[config.mk]
export PLATFORM = sky130hd
export DESIGN_NAME = sdram_init_refresh_flat
export DESIGN_NICKNAME = d
export VERILOG_FILES = /design/src/rtl/sdram_init_refresh_pkg.sv /design/src/rtl/sdram_init_refresh_if.sv /design/src/rtl/sdram_init_refresh_scheduler.sv /design/src/rtl/sdram_init_refresh.sv /design/src/flat_wrapper.sv
export SDC_FILE = /design/constraint.sdc
export NUM_CORES = 1
export LEC_CHECK = 0
export ABC_AREA = 1
export CAP_MARGIN = 15
export CORE_ASPECT_RATIO = 1.2
export CORE_UTILIZATION = 60
export DETAILED_ROUTE_END_ITERATION = 8
export PLACE_DENSITY = 0.86
export SETUP_SLACK_MARGIN = 0.1
export SLEW_MARGIN = 30
export SYNTH_ARGS = -nofsm -noshare
export SYNTH_HDL_FRONTEND = slang
export SYNTH_SLANG_ARGS = --single-unit
[constraint.sdc]
create_clock -name CLK -period 3.7 [get_ports CLK]
set_clock_uncertainty 0.1 [all_clocks]
set_input_delay 1.11 -clock CLK [delete_from_list [all_inputs] [get_ports CLK]]
set_output_delay 1.11 -clock CLK [all_outputs]
set_load 0.05 [all_outputs]
[src/rtl/sdram_init_refresh_pkg.sv]
// Shared definitions for the SDRAM init/refresh sequencer: command and state
// encodings, default timing constants and a small helper for sizing counters.
package sdram_init_refresh_pkg;

  typedef enum logic [1:0] {
    CMD_NOP           = 2'd0,
    CMD_PRECHARGE_ALL = 2'd1,
    CMD_AUTO_REFRESH  = 2'd2,
    CMD_LOAD_MODE     = 2'd3
  } cmd_e;

  typedef enum logic [2:0] {
    S_POWERUP = 3'd0,
    S_PRE     = 3'd1,
    S_REF     = 3'd2,
    S_MODE    = 3'd3,
    S_WAIT    = 3'd4,
    S_RUN     = 3'd5
  } state_e;

  localparam int unsigned DEF_POWERUP_CYCLES   = 10000;
  localparam int unsigned DEF_REFRESH_INTERVAL = 390;
  localparam int unsigned DEF_INIT_REFRESHES   = 8;
  localparam int unsigned DEF_T_RP             = 2;
  localparam int unsigned DEF_T_RFC            = 7;
  localparam int unsigned DEF_T_MRD            = 2;
  localparam logic [11:0] DEF_MODE_WORD        = 12'h020;
  localparam int unsigned DEF_URGENT_THRESH    = 4;

  function automatic int unsigned max2(input int unsigned a, input int unsigned b);
    return (a > b) ? a : b;
  endfunction

endpackage

[src/rtl/sdram_init_refresh_if.sv]
// Handshake/status bundle between the init/refresh sequencer (master) and the
// SDRAM command engine (slave).
//   cmd_valid/cmd/cmd_ready : init command handshake
//   mode_word               : value for MA during LOAD_MODE
//   init_done               : engine owns the SDRAM once high
//   refresh_*               : pending refresh status and engine acknowledge
interface sdram_init_refresh_if;
  import sdram_init_refresh_pkg::*;

  logic        cmd_valid;
  cmd_e        cmd;
  logic        cmd_ready;
  logic [11:0] mode_word;
  logic        init_done;
  logic        refresh_req;
  logic        refresh_urgent;
  logic        refresh_ack;
  logic [2:0]  refresh_pending;
  logic        refresh_overflow;

  modport master (
    output cmd_valid, cmd, mode_word, init_done,
    output refresh_req, refresh_urgent, refresh_pending, refresh_overflow,
    input  cmd_ready, refresh_ack
  );

  modport slave (
    input  cmd_valid, cmd, mode_word, init_done,
    input  refresh_req, refresh_urgent, refresh_pending, refresh_overflow,
    output cmd_ready, refresh_ack
  );

endinterface

[src/rtl/sdram_init_refresh_scheduler.sv]
// Periodic refresh scheduler. Generates a tick every REFRESH_INTERVAL cycles
// while enabled and keeps a saturating count of refreshes still owed.
//   clk, rst  : clock, synchronous active-high reset
//   enable    : sequencer has finished init; gates ticks and acks
//   ack       : engine issued one refresh this cycle
//   pending   : owed refresh count (saturates at 7)
//   req       : pending != 0
//   urgent    : pending >= URGENT_THRESH
//   overflow  : sticky, a tick was dropped at saturation
module refresh_scheduler #(
  parameter int unsigned REFRESH_INTERVAL = 390,
  parameter int unsigned URGENT_THRESH    = 4
) (
  input  logic       clk,
  input  logic       rst,
  input  logic       enable,
  input  logic       ack,
  output logic [2:0] pending,
  output logic       req,
  output logic       urgent,
  output logic       overflow
);

  localparam int unsigned IntW = $clog2(REFRESH_INTERVAL + 1);

  logic [IntW-1:0] int_q;
  logic [2:0]      pending_q, pending_d;
  logic            ovf_q, ovf_d;
  logic            req_q, urgent_q;
  logic            tick, ack_eff;

  always_comb begin
    tick      = enable && (int_q == IntW'(REFRESH_INTERVAL - 1));
    ack_eff   = enable && ack;
    pending_d = pending_q;
    ovf_d     = ovf_q;
    if (tick && !ack_eff) begin
      if (pending_q == 3'd7) begin
        ovf_d = 1'b1;
      end else begin
        pending_d = pending_q + 3'd1;
      end
    end else if (ack_eff && !tick && (pending_q != 3'd0)) begin
      pending_d = pending_q - 3'd1;
    end
  end

  always_ff @(posedge clk) begin
    if (rst) begin
      int_q     <= '0;
      pending_q <= '0;
      ovf_q     <= 1'b0;
      req_q     <= 1'b0;
      urgent_q  <= 1'b0;
    end else begin
      if (enable) begin
        int_q <= tick ? '0 : int_q + 1'b1;
      end
      pending_q <= pending_d;
      ovf_q     <= ovf_d;
      // Flags follow the next-state count so they move with refresh_pending.
      req_q     <= (pending_d != 3'd0);
      urgent_q  <= (32'(pending_d) >= URGENT_THRESH);
    end
  end

  assign pending  = pending_q;
  assign req      = req_q;
  assign urgent   = urgent_q;
  assign overflow = ovf_q;

endmodule

[src/rtl/sdram_init_refresh.sv]
// SDRAM power-up sequencer and refresh scheduler front end. After reset it
// waits POWERUP_CYCLES, then hands PRECHARGE ALL, INIT_REFRESHES x AUTO
// REFRESH and LOAD MODE to the command engine over a valid/ready handshake,
// each followed by its recovery wait, then raises init_done and starts
// periodic refresh scheduling.
//   CLK   : MEMCLK
//   RESET : synchronous active-high reset, restarts the whole sequence
//   bus   : master side of sdram_init_refresh_if
module sdram_init_refresh
  import sdram_init_refresh_pkg::*;
#(
  parameter int unsigned POWERUP_CYCLES   = DEF_POWERUP_CYCLES,
  parameter int unsigned REFRESH_INTERVAL = DEF_REFRESH_INTERVAL,
  parameter int unsigned INIT_REFRESHES   = DEF_INIT_REFRESHES,
  parameter int unsigned T_RP             = DEF_T_RP,
  parameter int unsigned T_RFC            = DEF_T_RFC,
  parameter int unsigned T_MRD            = DEF_T_MRD,
  parameter logic [11:0] MODE_WORD        = DEF_MODE_WORD,
  parameter int unsigned URGENT_THRESH    = DEF_URGENT_THRESH
) (
  input logic                  CLK,
  input logic                  RESET,
  sdram_init_refresh_if.master bus
);

  // One counter serves both the power-up wait and the post-command waits.
  localparam int unsigned CntMax = max2(max2(POWERUP_CYCLES, T_RP), max2(T_RFC, T_MRD));
  localparam int unsigned CntW   = $clog2(CntMax + 1);
  localparam int unsigned RefW   = $clog2(INIT_REFRESHES + 1);

  state_e          state_q, next_q;
  logic [CntW-1:0] wait_q;
  logic [RefW-1:0] ref_q;
  logic            cmd_valid_q;
  cmd_e            cmd_q;
  logic            init_done_q;
  logic            hs;

  assign hs = cmd_valid_q && bus.cmd_ready;

  // Waits load n-1 on the handshake edge so exactly n idle cycles follow it.
  always_ff @(posedge CLK) begin
    if (RESET) begin
      state_q     <= S_POWERUP;
      next_q      <= S_REF;
      wait_q      <= '0;
      ref_q       <= '0;
      cmd_valid_q <= 1'b0;
      cmd_q       <= CMD_NOP;
      init_done_q <= 1'b0;
    end else begin
      unique case (state_q)
        S_POWERUP: begin
          if (wait_q == CntW'(POWERUP_CYCLES - 1)) begin
            wait_q      <= '0;
            state_q     <= S_PRE;
            cmd_valid_q <= 1'b1;
            cmd_q       <= CMD_PRECHARGE_ALL;
          end else begin
            wait_q <= wait_q + 1'b1;
          end
        end
        S_PRE: begin
          if (hs) begin
            cmd_valid_q <= 1'b0;
            cmd_q       <= CMD_NOP;
            wait_q      <= CntW'(T_RP - 1);
            next_q      <= S_REF;
            state_q     <= S_WAIT;
          end
        end
        S_REF: begin
          if (hs) begin
            cmd_valid_q <= 1'b0;
            cmd_q       <= CMD_NOP;
            wait_q      <= CntW'(T_RFC - 1);
            ref_q       <= ref_q + 1'b1;
            next_q      <= (ref_q == RefW'(INIT_REFRESHES - 1)) ? S_MODE : S_REF;
            state_q     <= S_WAIT;
          end
        end
        S_MODE: begin
          if (hs) begin
            cmd_valid_q <= 1'b0;
            cmd_q       <= CMD_NOP;
            wait_q      <= CntW'(T_MRD - 1);
            next_q      <= S_RUN;
            state_q     <= S_WAIT;
          end
        end
        S_WAIT: begin
          if (wait_q == '0) begin
            state_q <= next_q;
            unique case (next_q)
              S_REF: begin
                cmd_valid_q <= 1'b1;
                cmd_q       <= CMD_AUTO_REFRESH;
              end
              S_MODE: begin
                cmd_valid_q <= 1'b1;
                cmd_q       <= CMD_LOAD_MODE;
              end
              S_RUN:   init_done_q <= 1'b1;
              default: state_q     <= S_POWERUP;
            endcase
          end else begin
            wait_q <= wait_q - 1'b1;
          end
        end
        S_RUN:   ;
        default: state_q <= S_POWERUP;
      endcase
    end
  end

  logic [2:0] pending;
  logic       req, urgent, overflow;

  refresh_scheduler #(
    .REFRESH_INTERVAL (REFRESH_INTERVAL),
    .URGENT_THRESH    (URGENT_THRESH)
  ) u_sched (
    .clk      (CLK),
    .rst      (RESET),
    .enable   (init_done_q),
    .ack      (bus.refresh_ack),
    .pending  (pending),
    .req      (req),
    .urgent   (urgent),
    .overflow (overflow)
  );

  assign bus.cmd_valid        = cmd_valid_q;
  assign bus.cmd              = cmd_q;
  assign bus.mode_word        = MODE_WORD;
  assign bus.init_done        = init_done_q;
  assign bus.refresh_req      = req;
  assign bus.refresh_urgent   = urgent;
  assign bus.refresh_pending  = pending;
  assign bus.refresh_overflow = overflow;

endmodule

[src/flat_wrapper.sv]
// flat-port wrapper written by rule: the top's interface ports become plain ports
module sdram_init_refresh_flat import sdram_init_refresh_pkg::*;
#(
  parameter int unsigned POWERUP_CYCLES   = DEF_POWERUP_CYCLES,
  parameter int unsigned REFRESH_INTERVAL = DEF_REFRESH_INTERVAL,
  parameter int unsigned INIT_REFRESHES   = DEF_INIT_REFRESHES,
  parameter int unsigned T_RP             = DEF_T_RP,
  parameter int unsigned T_RFC            = DEF_T_RFC,
  parameter int unsigned T_MRD            = DEF_T_MRD,
  parameter logic [11:0] MODE_WORD        = DEF_MODE_WORD,
  parameter int unsigned URGENT_THRESH    = DEF_URGENT_THRESH
)
  (CLK, RESET, bus_cmd_valid, bus_cmd, bus_mode_word, bus_init_done, bus_refresh_req, bus_refresh_urgent, bus_refresh_pending, bus_refresh_overflow, bus_cmd_ready, bus_refresh_ack);
  sdram_init_refresh_if bus_i ();
  input logic CLK;
  input logic RESET;
  output wire logic [$bits(bus_i.cmd_valid)-1:0] bus_cmd_valid;
  output wire logic [$bits(bus_i.cmd)-1:0] bus_cmd;
  output wire logic [$bits(bus_i.mode_word)-1:0] bus_mode_word;
  output wire logic [$bits(bus_i.init_done)-1:0] bus_init_done;
  output wire logic [$bits(bus_i.refresh_req)-1:0] bus_refresh_req;
  output wire logic [$bits(bus_i.refresh_urgent)-1:0] bus_refresh_urgent;
  output wire logic [$bits(bus_i.refresh_pending)-1:0] bus_refresh_pending;
  output wire logic [$bits(bus_i.refresh_overflow)-1:0] bus_refresh_overflow;
  input wire logic [$bits(bus_i.cmd_ready)-1:0] bus_cmd_ready;
  input wire logic [$bits(bus_i.refresh_ack)-1:0] bus_refresh_ack;
  assign bus_cmd_valid = bus_i.cmd_valid;
  assign bus_cmd = bus_i.cmd;
  assign bus_mode_word = bus_i.mode_word;
  assign bus_init_done = bus_i.init_done;
  assign bus_refresh_req = bus_i.refresh_req;
  assign bus_refresh_urgent = bus_i.refresh_urgent;
  assign bus_refresh_pending = bus_i.refresh_pending;
  assign bus_refresh_overflow = bus_i.refresh_overflow;
  assign bus_i.cmd_ready = bus_cmd_ready;
  assign bus_i.refresh_ack = bus_refresh_ack;
  sdram_init_refresh #(.POWERUP_CYCLES(POWERUP_CYCLES), .REFRESH_INTERVAL(REFRESH_INTERVAL), .INIT_REFRESHES(INIT_REFRESHES), .T_RP(T_RP), .T_RFC(T_RFC), .T_MRD(T_MRD), .MODE_WORD(MODE_WORD), .URGENT_THRESH(URGENT_THRESH)) u_core (.CLK(CLK), .RESET(RESET), .bus(bus_i));
endmodule
# Word level (Yosys, flattened, before mapping)
# Cells that the tools add are included.
# classes
reduce_logical	27
muxes	29
bitwise_logic	1
magnitude_cmp	1
add_sub_neg	6
n_eq_ne	22
# ops
cell	n
14-bit two-way mux	4
14-bit one-hot mux with 4 select lines	1
3-bit two-way mux	10
14-bit by 1-bit adder with 14-bit output, second input constant	1
14-bit equality test, second input constant	1
14-bit zero test	1
2-bit by 1-bit != test with 1-bit output, second input constant	7
14-bit by 1-bit subtractor with 14-bit output, second input constant	1
3-bit by 2-bit equality test with 1-bit output, second input constant	4
3-bit equality test, second input constant	4
3-bit one-hot mux with 4 select lines	1
4-bit AND reduction	3
3-bit nonzero test	4
5-bit AND reduction	2
9-bit by 1-bit adder with 9-bit output, second input constant	1
9-bit equality test, second input constant	1
9-bit two-way mux	1
3-bit one-hot mux with 3 select lines	1
1-bit logical AND	6
2-bit two-way mux	3
2-bit one-hot mux with 3 select lines	1
3-bit OR reduction	2
1-bit two-way mux	5
4-bit by 1-bit adder with 4-bit output, second input constant	1
16 further kinds	20
# totals
in_bits	4
elab_cells	98
register_bits	43

# Depth between registers and ports, before layout
# depth
depth_word	8
depth_mapped	11

# Hierarchy
# From an unflattened synthesis, not the netlist that was laid out.
# unflattened
hier_cells	488
area_unflattened_um2	3066.7
# by_module_without_submodules
module	cells_per_inst	instances	area_each_um2
sdram_init_refresh	379	1	2240.9
refresh_scheduler	109	1	825.8

# Worst setup path after synthesis
# Ideal clock, no wire load.
# synth_timing
path_type	reg-to-output
startpoint	register u_core.u_sched.pending_q[2] (netlist: u_core.u_sched.pending[2])
endpoint	output bus_refresh_pending[2]
required_time_ns	2.490
arrival_time_ns	0.951
stages_incl_launch_ff	2
slack_ns	1.539
n_path_buf	1
cell_sequence	dfxtp_1 -> buf_4
# synth_rtl
item	line_no	text
start, declared	sdram_init_refresh_scheduler.sv:27	logic [2:0] pending_q, pending_d;
start signal, assigned	sdram_init_refresh_scheduler.sv:59	pending_q <= pending_d;
end, declared	flat_wrapper.sv:23	output wire logic [$bits(bus_i.refresh_pending)-1:0] bus_refresh_pending;
# No word-level cell between the ends.

# Final worst setup path
# layout_timing
startpoint	register u_core.init_done_q (netlist: u_core.bus.init_done)
endpoint	output bus_init_done
# layout_rtl
item	line_no	text
start, declared	sdram_init_refresh.sv:36	logic init_done_q;
start signal, assigned	sdram_init_refresh.sv:50	init_done_q <= 1'b0;
start signal, assigned	sdram_init_refresh.sv:103	S_RUN: init_done_q <= 1'b1;
end, declared	flat_wrapper.sv:20	output wire logic [$bits(bus_i.init_done)-1:0] bus_init_done;
# No word-level cell between the ends.

==> out/qor.yml <==
power:
  p_sw_mw: 0.9446
  clkPwrFrac: 0.164
  p_sw_frac: 0.4975
  comb_power_share: 0.514
  seq_power_share: 0.322
  p_total_mw: 1.899
  power_leakage_nw: 1.390
  ir_drop_mv: 0.4123
  internal-power_mw: 0.9543
  power.density_nw_per_um2: 600.8
worst_setup_path:
  regToRegEndpoint: "u_core.wait_q[11]"
  critPathLaunchType: "flip-flop"
  worstSetupEndpointType: "primary output"
  setup.worst_path.start: "u_core.bus.init_done"
  path_cells: "clkdlybuf4s50_1"
  crit_type: "flip-flop to primary output"
  cpMaxStageDelayCell: "clkdlybuf4s50_1"
  critPathTopFamily: "buffers and inverters"
  cp.depth: 1
  cp_max_fo: 9
  critPathCapture: "bus_init_done"
  cp.required_ns: 2.49
  rrSetupSlack_ns: 1.74
  cp_num_buf_inv: 1
  rr_startpoint: "u_core.wait_q[0]"
  critPathArrivalTime_ns: 1.66
  r2r_cells: 9
  slowest_delay_ns: 0.86
drt:
  drc_errors: 0
  wl_per_cell_um: 12.50
  drt_iter0_markers: 160
  routed_wl_um: 6724
  via_count: 2920
  dr.pass1.iters: 5
  via_per_inst: 5.428
  ant_nets: 0
logic_synthesis:
  synth_area_leaders: "dfxtp_1 (28%), nand2_1 (13%), nor2_1 (10%), nand3_1 (7.8%), inv_1 (6.2%)"
  yosys_warnings: 0
  synth_cells: 473
  ys_ff_latch: 42
  synthDistinctLibCells: 42
  syn_area_per_cell_um2: 6.370
  synth_top_area_cell: "dfxtp_1"
  synthesis.area_um2: 3013
  seq_area_frac_synth: 0.2791
  synth_top_area_frac: 0.2791
die:
  die_h_um: 79.63
  initial_utilization: 0.6416
  die_w_um: 66.69
  ioPinCount: 26
  core_area_um2: 4696
  dieArea_um2: 5310
  row_count: 27
clock_network:
  clockBufferDepth: 2
  cts-resized-gates: 0
  cts_max_level: 2
  cts_tree: "done"
  cts_setup_buffers: 0
  cts_sinks: 42
  cts.clk_slew.worst_paths_ns: 0.09
  numCtsBuffers: 5
  postCtsHoldBufs: 0
  clock-root-buffer: "clkbuf_8"
  clk_latency_ns: 0.30
final_layout:
  antenna_cells: 0
  fillers: 440
  drive_above_1_share: 0.09583
  syn2layout_area_growth_pct: 4.900
  design_area_um2: 3161
  num-nets-final: 492
timing:
  max_freq_mhz: 348.8
  fin_crit_sh: 0.7748
  finalHoldViolations: 0
  rsz0062_at_grt: "false"
  setup_tns_ns: 0
  layout_min_cycle_time_ns: 2.867
  maxSlewViolCount: 0
  slew_headroom: 0.6652
  tightest_slew_ns: 0.5006
  finalSetupViolCount: 0
global_route:
  grt_max_degree: 21
  antenna_found_initial: 0
  met2_usage: 0.5232
  busiest_layer: "met2"
  grt_pass1_wl_um: 12100
  grt_usage: 0.2903
  grt_pass1_vias: 2896
  met3_usage: 0.05286
  met1_usage: 0.3258
  overflow: 0
placed_design:
  io_buffers: 13
  gp_congestion: 0.9518
  hpwl_um: 5101
  dpl_cell_area_um2: 3068
outcome:
  status: "complete, no violations"
hold_path:
  hold_class: "flip-flop to flip-flop"
run:
  cap_violations: 0
==> through the flow <==
stage	hold slack, ns	std cells	setup slack, ns	util
after floorplan	0.3389	483	1.539	-
after global placement	0.3354	530	0.8814	0.6533
after detailed placement	0.3531	530	0.8434	0.6533
after CTS	0.3678	538	0.8220	0.6731
after global routing	0.3772	538	0.7579	0.6731
final	0.3652	538	0.8333	0.6731
==> cell usage in the layout (no fill, tap or decap), drive strengths merged, types with 9 or more instances in the layout <==
| cell | instances |
|---|---|
| clkdlybuf4s50 | 13 |
| dfxtp | 42 |
| nor2 | 91 |
| o21ai | 33 |
| nand3 | 49 |
| inv | 56 |
| conb | 12 |
| ha | 9 |
| a21oi | 20 |
| nand2 | 111 |
==> power groups by stage <==
stage | registers [mW] | clock network, mW | logic [mW]
2_1_floorplan | 0.603 | 0 | 0.822
3_3_place_gp | 0.617 | 0 | 0.937
3_5_place_dp | 0.619 | 0 | 0.960
4_1_cts | 0.609 | 0.319 | 0.965
5_1_grt | 0.623 | 0.339 | 1.10
6_report | 0.612 | 0.311 | 0.976
==> state kept, by name (all words and copies together) (netlist names) <==
register                 count
u_core.u_sched.pending       3
u_core.bus.cmd               2
u_core.bus.cmd_valid         1
u_core.u_sched.int_q         9
u_core.next_q                3
u_core.wait_q               14
u_core.bus.init_done         1
u_core.u_sched.overflow      1
u_core.state_q               3
u_core.u_sched.req           1
u_core.ref_q                 4
==> metal layers <==
metal	up-vias	part of all wire	wire length, um
met2	79	0.50	3381
li1	1498	-	-
met3	9	0.047	319
met1	1334	0.44	2926
met5	-	0	0
met4	0	0.014	97
==> final cells by class <==
type                            instances  area, um^2  area share
Clock inverter                          3       23.77    0.007522
Clock buffer                            5       68.82     0.02177
Timing Repair Buffer                   14       137.6     0.04355
Inverter                               57       226.5     0.07165
Sequential cell                        42       840.8      0.2660
Multi-Input combinational cell        359        1790      0.5665
Tap cell                               58       72.57     0.02296
==> cell usage after synthesis (all sizes together) <==
master and n:
clkbuf 2, xor2 3, a211oi 1, a22oi 1, o31ai 1, nor4 1, and3 1, or2 4
buf 23, ha 9, nand3b 1, nor3b 1, clkinv 2, dfxtp 42, conb 2, nor2 91
nand2 111, nand4 7, o21bai 2, o211ai 2, a21oi 20, nor3 8, inv 55, o21ai 33
o32ai 1, nand3 49
==> worst min path at each step <==
stage                            start                      end  cells after the start
3_3_place_gp   u_core.u_sched.overflow  u_core.u_sched.overflow                      2
4_1_cts           u_core.bus.cmd_valid     u_core.bus.cmd_valid                      2
5_1_grt        u_core.u_sched.overflow  u_core.u_sched.overflow                      2
2_1_floorplan  u_core.u_sched.int_q[8]  u_core.u_sched.int_q[8]                      2
6_report       u_core.u_sched.overflow  u_core.u_sched.overflow                      2
3_5_place_dp      u_core.bus.cmd_valid     u_core.bus.cmd_valid                      2
==> logic make-up after synthesis <==
family | after synthesis | synth area share
AOI/OAI and AO/OA | 61 | 0.1134
xor gates and xnor gates | 3 | 0.008723
adders and majority gates | 9 | 0.03738
buffers and inverters | 82 | 0.1391
DFF | 42 | 0.2791
other | 2 | 0.002493
and+or+nand+nor | 274 | 0.4199
No activity file was read; power rests on OpenSTA's default activity.
